**src/rtl/mul_arb_pkg.sv**
```systemverilog
// mul_arb_pkg: shared defaults and types for the shared-multiplier arbiter.
//   DataWDefault / MulLatDefault : default operand width and multiplier latency
//   req_idx_t                    : requester index
//   tag_t                        : tag-pipeline entry {valid, idx}
//   onehot_to_idx()              : encode a one-hot grant into a requester index
package mul_arb_pkg;

  localparam int unsigned DataWDefault  = 32;
  localparam int unsigned MulLatDefault = 7;
  localparam int unsigned NumReqMax     = 8;

  // Sized for clog2 of the largest legal NUM_REQ so a single tag type serves
  // every legal configuration; smaller NUM_REQ simply leaves high bits zero.
  localparam int unsigned ReqIdxW = $clog2(NumReqMax);

  typedef logic [ReqIdxW-1:0] req_idx_t;

  typedef struct packed {
    logic     valid;
    req_idx_t idx;
  } tag_t;

  function automatic req_idx_t onehot_to_idx(input logic [NumReqMax-1:0] oh);
    req_idx_t idx;
    idx = '0;
    for (int unsigned i = 0; i < NumReqMax; i++) begin
      if (oh[i]) idx = idx | req_idx_t'(i);
    end
    return idx;
  endfunction

endpackage

```
**src/rtl/rr_arbiter.sv**
```systemverilog
// rr_arbiter: combinational round-robin grant.
//   i_req : request vector
//   i_ptr : index where the search starts (wraps upward)
//   o_gnt : one-hot grant, zero when nothing is requested
module rr_arbiter #(
  parameter int unsigned NUM_REQ = 4,
  parameter int unsigned PTR_W   = 3
) (
  input  logic [NUM_REQ-1:0] i_req,
  input  logic [PTR_W-1:0]   i_ptr,
  output logic [NUM_REQ-1:0] o_gnt
);

  logic [NUM_REQ-1:0] w_upper_mask;
  logic [NUM_REQ-1:0] w_req_upper;
  logic [NUM_REQ-1:0] w_pick;

  // Requests at or above the pointer take priority; otherwise wrap to the
  // lowest requester. The lowest set bit is isolated with x & -x.
  assign w_upper_mask = ~((NUM_REQ'(1) << i_ptr) - NUM_REQ'(1));
  assign w_req_upper  = i_req & w_upper_mask;
  assign w_pick       = (|w_req_upper) ? w_req_upper : i_req;
  assign o_gnt        = w_pick & (~w_pick + NUM_REQ'(1));

endmodule

```
**src/rtl/mul_arbiter.sv**
```systemverilog
// mul_arbiter: round-robin sharing of one pipelined multiplier among NUM_REQ
// requesters, with a tag pipeline routing each result back to its issuer.
//   clk, rst_n             : clock, synchronous active-low reset
//   req_valid / req_ready  : per-requester handshake (ready = grant)
//   req_a / req_b          : packed operands, requester i at slice i
//   mul_a / mul_b          : registered operands to the external multiplier
//   mul_out                : multiplier result, MUL_LAT edges after mul_a/mul_b
//   resp_valid / resp_data : one-cycle one-hot result pulse and its data
//   busy                   : any issue in flight in the tag pipeline
// Optional (macro MUL_ARBITER_PERF_EN): perf_issued, perf_stall saturating
// 32-bit counters.
module mul_arbiter
  import mul_arb_pkg::*;
#(
  parameter int unsigned NUM_REQ = 4,
  parameter int unsigned DATA_W  = DataWDefault,
  parameter int unsigned MUL_LAT = MulLatDefault
) (
  input  logic                      clk,
  input  logic                      rst_n,
  input  logic [NUM_REQ-1:0]        req_valid,
  output logic [NUM_REQ-1:0]        req_ready,
  input  logic [NUM_REQ*DATA_W-1:0] req_a,
  input  logic [NUM_REQ*DATA_W-1:0] req_b,
  output logic [DATA_W-1:0]         mul_a,
  output logic [DATA_W-1:0]         mul_b,
  input  logic [DATA_W-1:0]         mul_out,
  output logic [NUM_REQ-1:0]        resp_valid,
  output logic [DATA_W-1:0]         resp_data,
  output logic                      busy
`ifdef MUL_ARBITER_PERF_EN
  ,
  output logic [31:0]               perf_issued,
  output logic [31:0]               perf_stall
`endif
);

  logic [NUM_REQ-1:0]   w_gnt;
  logic [NUM_REQ-1:0]   w_hs;
  logic                 w_hs_any;
  logic [NumReqMax-1:0] w_hs_ext;
  req_idx_t             w_idx;
  req_idx_t             w_ptr_nxt;
  logic [DATA_W-1:0]    w_a;
  logic [DATA_W-1:0]    w_b;
  logic [NUM_REQ-1:0]   w_resp_dec;

  req_idx_t             r_ptr;
  logic [DATA_W-1:0]    r_mul_a;
  logic [DATA_W-1:0]    r_mul_b;
  tag_t                 r_tag [MUL_LAT];
  logic [NUM_REQ-1:0]   r_resp_valid;

  rr_arbiter #(
    .NUM_REQ (NUM_REQ),
    .PTR_W   (ReqIdxW)
  ) u_rr_arbiter (
    .i_req (req_valid),
    .i_ptr (r_ptr),
    .o_gnt (w_gnt)
  );

  // No grants are offered while reset is asserted.
  assign req_ready = rst_n ? w_gnt : '0;
  assign w_hs      = req_valid & req_ready;
  assign w_hs_any  = |w_hs;
  assign w_hs_ext  = NumReqMax'(w_hs);
  assign w_idx     = onehot_to_idx(w_hs_ext);
  assign w_ptr_nxt = (w_idx == req_idx_t'(NUM_REQ - 1)) ? '0 : w_idx + req_idx_t'(1);

  // One-hot AND-OR operand mux; yields zero when there is no handshake.
  always_comb begin
    w_a = '0;
    w_b = '0;
    for (int unsigned i = 0; i < NUM_REQ; i++) begin
      if (w_hs[i]) begin
        w_a = w_a | req_a[i*DATA_W +: DATA_W];
        w_b = w_b | req_b[i*DATA_W +: DATA_W];
      end
    end
  end

  always_comb begin
    w_resp_dec = '0;
    if (r_tag[MUL_LAT-1].valid) begin
      for (int unsigned i = 0; i < NUM_REQ; i++) begin
        w_resp_dec[i] = (r_tag[MUL_LAT-1].idx == req_idx_t'(i));
      end
    end
  end

  always_ff @(posedge clk) begin
    if (!rst_n) begin
      r_ptr        <= '0;
      r_mul_a      <= '0;
      r_mul_b      <= '0;
      r_resp_valid <= '0;
      for (int k = 0; k < int'(MUL_LAT); k++) r_tag[k] <= '0;
    end else begin
      if (w_hs_any) r_ptr <= w_ptr_nxt;
      r_mul_a      <= w_a;
      r_mul_b      <= w_b;
      r_tag[0]     <= '{valid: w_hs_any, idx: w_idx};
      for (int k = 1; k < int'(MUL_LAT); k++) r_tag[k] <= r_tag[k-1];
      // Last tag stage lines up with mul_out one edge later.
      r_resp_valid <= w_resp_dec;
    end
  end

  always_comb begin
    busy = 1'b0;
    for (int k = 0; k < int'(MUL_LAT); k++) busy = busy | r_tag[k].valid;
  end

  assign mul_a      = r_mul_a;
  assign mul_b      = r_mul_b;
  assign resp_valid = r_resp_valid;
  assign resp_data  = (|r_resp_valid) ? mul_out : '0;

`ifdef MUL_ARBITER_PERF_EN
  logic [31:0] r_perf_issued;
  logic [31:0] r_perf_stall;
  logic        w_stall;

  // Only reachable while reset is held, where the clear takes precedence.
  assign w_stall = (|req_valid) && !w_hs_any;

  always_ff @(posedge clk) begin
    if (!rst_n) begin
      r_perf_issued <= '0;
      r_perf_stall  <= '0;
    end else begin
      if (w_hs_any && (r_perf_issued != '1)) r_perf_issued <= r_perf_issued + 32'd1;
      if (w_stall && (r_perf_stall != '1))   r_perf_stall  <= r_perf_stall + 32'd1;
    end
  end

  assign perf_issued = r_perf_issued;
  assign perf_stall  = r_perf_stall;
`endif

endmodule
```
**config.mk**
```make
export PLATFORM = sky130hd
export DESIGN_NAME = mul_arbiter
export DESIGN_NICKNAME = d
export VERILOG_FILES = /design/src/rtl/mul_arb_pkg.sv /design/src/rtl/rr_arbiter.sv /design/src/rtl/mul_arbiter.sv
export SDC_FILE = /design/constraint.sdc
export NUM_CORES = 1
export LEC_CHECK = 0
export CAP_MARGIN = 20
export CORE_AREA = 10 10 148 150
export CTS_CLUSTER_SIZE = 28
export DETAILED_ROUTE_END_ITERATION = 8
export DIE_AREA = 0 0 158 160
export MAX_ROUTING_LAYER = met4
export PLACE_DENSITY = 0.66
export SLEW_MARGIN = 40
export SYNTH_ARGS = -nofsm -noshare
export SYNTH_HDL_FRONTEND = slang
export SYNTH_SLANG_ARGS = --single-unit
```
**constraint.sdc**
```tcl
create_clock -name clk -period 3.7 [get_ports clk]
set_input_delay 0.37 -clock clk [delete_from_list [all_inputs] [get_ports clk]]
set_output_delay 0.37 -clock clk [all_outputs]
set_load 0.02 [all_outputs]
```
==> flow_metrics.py <==
metrics = {
    "run_status": {
        "status": "completed",
    },
    "power_and_ir_drop": {
        "p_leak_nw": 3.52,
        "p_per_area_nw_per_um2": 377,
        "peakVddDrop_mv": 0.171,
        "finalPower_mw": 3.29,
    },
    "cts": {
        "postCtsSetupBuffers": 0,
        "cts-buffers-inserted": 9,
        "clock_sinks": 91,
        "clk_latency_ns": 0.35,
        "holdBufCountCts": 0,
        "h-tree-depth": 3,
        "clock_path_buffers": 2,
        "root_buffer": "clkbuf_16",
        "cts_resized": 0,
        "cts_tree": "yes",
        "path_clk_slew_ns": 0.06,
    },
    "floorplanning": {
        "dieArea_um2": 25300,
        "die_x_um": 158,
        "initial_core_util_pct": 22.4,
        "pin_count": 399,
        "die_y_um": 160,
        "core_um2": 19100,
        "row_count": 51,
    },
    "global_routing": {
        "grt_pass1_vias": 5134,
        "grt_max_degree": 66,
        "antenna_found_initial": 1,
        "track_usage_pct": 18.2,
        "grt_pass1_wl_mm": 33.8,
        "grt-ovfl-total": 0,
    },
    "timing": {
        "finalCritPeriodShare_pct": 82.4,
        "setup_viol": 0,
        "layout_min_cycle_time_ns": 3.05,
        "fmax_mhz": 328,
        "rsz0062_at_grt": "no",
        "max-slew-margin-rel_pct": 45.0,
        "skew_ns": 0.0145,
        "slew_viol_final": 0,
        "worst_pin_slew_ns": 0.825,
        "hold_viol": 0,
        "setup_tns_ns": 0,
    },
    "routing": {
        "routed_wl_mm": 24.1,
        "ant_nets": 0,
        "num_vias": 5006,
        "drc": 0,
        "drt_iter0_markers": 328,
        "via_per_inst": 4.81,
        "dr.pass1.iters": 5,
        "wl_per_cell_um": 23.2,
    },
    "synth": {
        "yosysMostFrequentCell": "dfxtp_1",
        "yosysUniqueCellTypes": 32,
        "yosysTopAreaCellShare_pct": 42.5,
        "ys_seq_area_share_pct": 42.5,
        "ys_ff_latch": 91,
        "synthTopCellsByArea": "dfxtp_1 (43%), a221o_1 (15%), a22o_1 (13%)",
        "synth_top_area_cell": "dfxtp_1",
        "syn_nets": 724,
        "netlist_instances": 426,
        "synth.avg_cell_area_um2": 10.1,
        "synthTopCellsByCount": "dfxtp_1 (91), and3_1 (67), a221o_1 (64), a22o_1 (64), nor2b_1 (32)",
        "synth_ff_type": "dfxtp_1",
        "yosys_warnings": 0,
        "async_reset_ff_share_pct": 0,
        "syn_area_um2": 4280,
        "synth_edf_count": 0,
    },
    "finish": {
        "area_delta_synth_final_pct": 104,
        "fin_nets": 1094,
        "drive_gt1_share_pct": 4.24,
    },
    "worst_setup_path": {
        "worst-path-buf-inv": 3,
        "slowest_stage": "clkdlybuf4s50_1",
        "slowest_delay_ns": 0.63,
        "start_kind": "flop",
        "worst-setup-path-type": "flop to output pin",
        "cp_max_fo": 5,
        "path_delay_family": "buffers and inverters",
        "crit_arrival_ns": 2.68,
        "cp-end-kind": "output pin",
        "path_cells": "inv_1 > ha_1 > inv_1 > ha_1 > and2_4 > o31ai_1 > and3_2 > clkdlybuf4s50_1",
        "crit_required_ns": 3.33,
    },
    "place": {
        "gp_congestion": 0.866,
        "dp_hpwl_mm": 18.6,
        "io_buffer_count": 398,
    },
    "flow_run": {
        "cap_violations": 0,
    },
    "worst_hold_path": {
        "worstHoldPathType": "flop to flop",
    },
}
## power breakdown
part,internal [mW],leakage [nW],switching [mW]
logic,0.649,2.63,0.535
registers,1.11,0.751,0.0404
clock network,0.546,0.138,0.413
total,2.30,3.52,0.988
## worst reg2reg max path, stage by stage (launching register included)
cell	delay [ns]
dfxtp_1	0.33
inv_1	0.08
ha_1	0.27
inv_1	0.10
ha_1	0.31
and2_4	0.19
nor3b_2	0.23
nand2_2	0.11
inv_2	0.06
buf_4	0.59
a22o_1	0.36
a221o_1	0.12
## state kept, by name, indices dropped and copies added, names as in the netlist
| register | count |
|---|---|
| resp_valid | 4 |
| mul_b | 32 |
| mul_a | 32 |
| r_tag | 21 |
| r_ptr | 2 |
## kinds of logic (layout without fill, tap and decap cells)
logic type / count (synthesis) / after routing / share of synthesized area (%)
and+or+nand+nor: 139 / 139 / 20.4
AOI/OAI and AO/OA: 138 / 138 / 29.7
DFF: 91 / 91 / 42.5
buffers and inverters: 54 / 429 / 6.25
adders and majority gates: 4 / 4 / 1.17
other: 0 / 1 / 0
## cell usage in the layout, fill, tap and decap left out, types with 2 or more instances in the layout
master and n:
a221o_1 64, a22o_1 64, and2_1 18, and3_1 66
buf_4 8, clkbuf_16 9, clkdlybuf4s50_1 397, clkinvlp_4 3
dfxtp_1 91, ha_1 4, inv_1 6, nand2_1 5
nand2b_1 3, nor2b_1 32, nor3_1 2, nor3b_1 2
o21ai_0 4
## per-stage QoR
step                      std cells  util, %  setup slack, ns  hold slack [ns]  area (um^2)
after global placement         1023     44.1            0.936            0.414         8420
after detailed placement       1023     44.1            0.856            0.418         8420
after CTS                      1039     45.7            0.633            0.434         8720
after global routing           1040     45.7            0.482            0.448         8720
final                          1040     45.7            0.651            0.430         8720
after floorplan                 426        -             1.48            0.412         4280
## final cells by class
type	instances	area (um^2)
flip-flops and latches	91	1820
fillers	1806	10400
inverters	7	26.3
multi-input cells	281	2230
clock inverters	5	61.3
well taps	238	298
repair buffers	406	4040
diodes	1	2.50
clock buffers	11	243
## worst paths after layout
check,startpoint,end,slack [ns],cells after the start
min,r_tag[0][5]$_SDFF_PN0_,r_tag[0][9]$_SDFF_PN0_,0.43,1
min reg2reg,r_tag[0][5]$_SDFF_PN0_,r_tag[0][9]$_SDFF_PN0_,0.43,1
max reg2reg,r_ptr[0]$_SDFFE_PN0P_,mul_b[4]$_SDFF_PN0_,0.89,11
max,r_ptr[0]$_SDFFE_PN0P_,req_ready[0],0.65,8
## layer usage
metal  global-route usage (%)  wire length, um  vias to the layer above  share of wire (%)
li1                         -                -                     2387                  -
met1                     20.3             9430                     2346                 39
met2                     30.6            12100                      251                 50
met3                     5.69             2280                       22                9.5
met4                     4.76              314                        0                1.3
met5                        -                0                        -                  0
(Power assumes the default switching activity.)
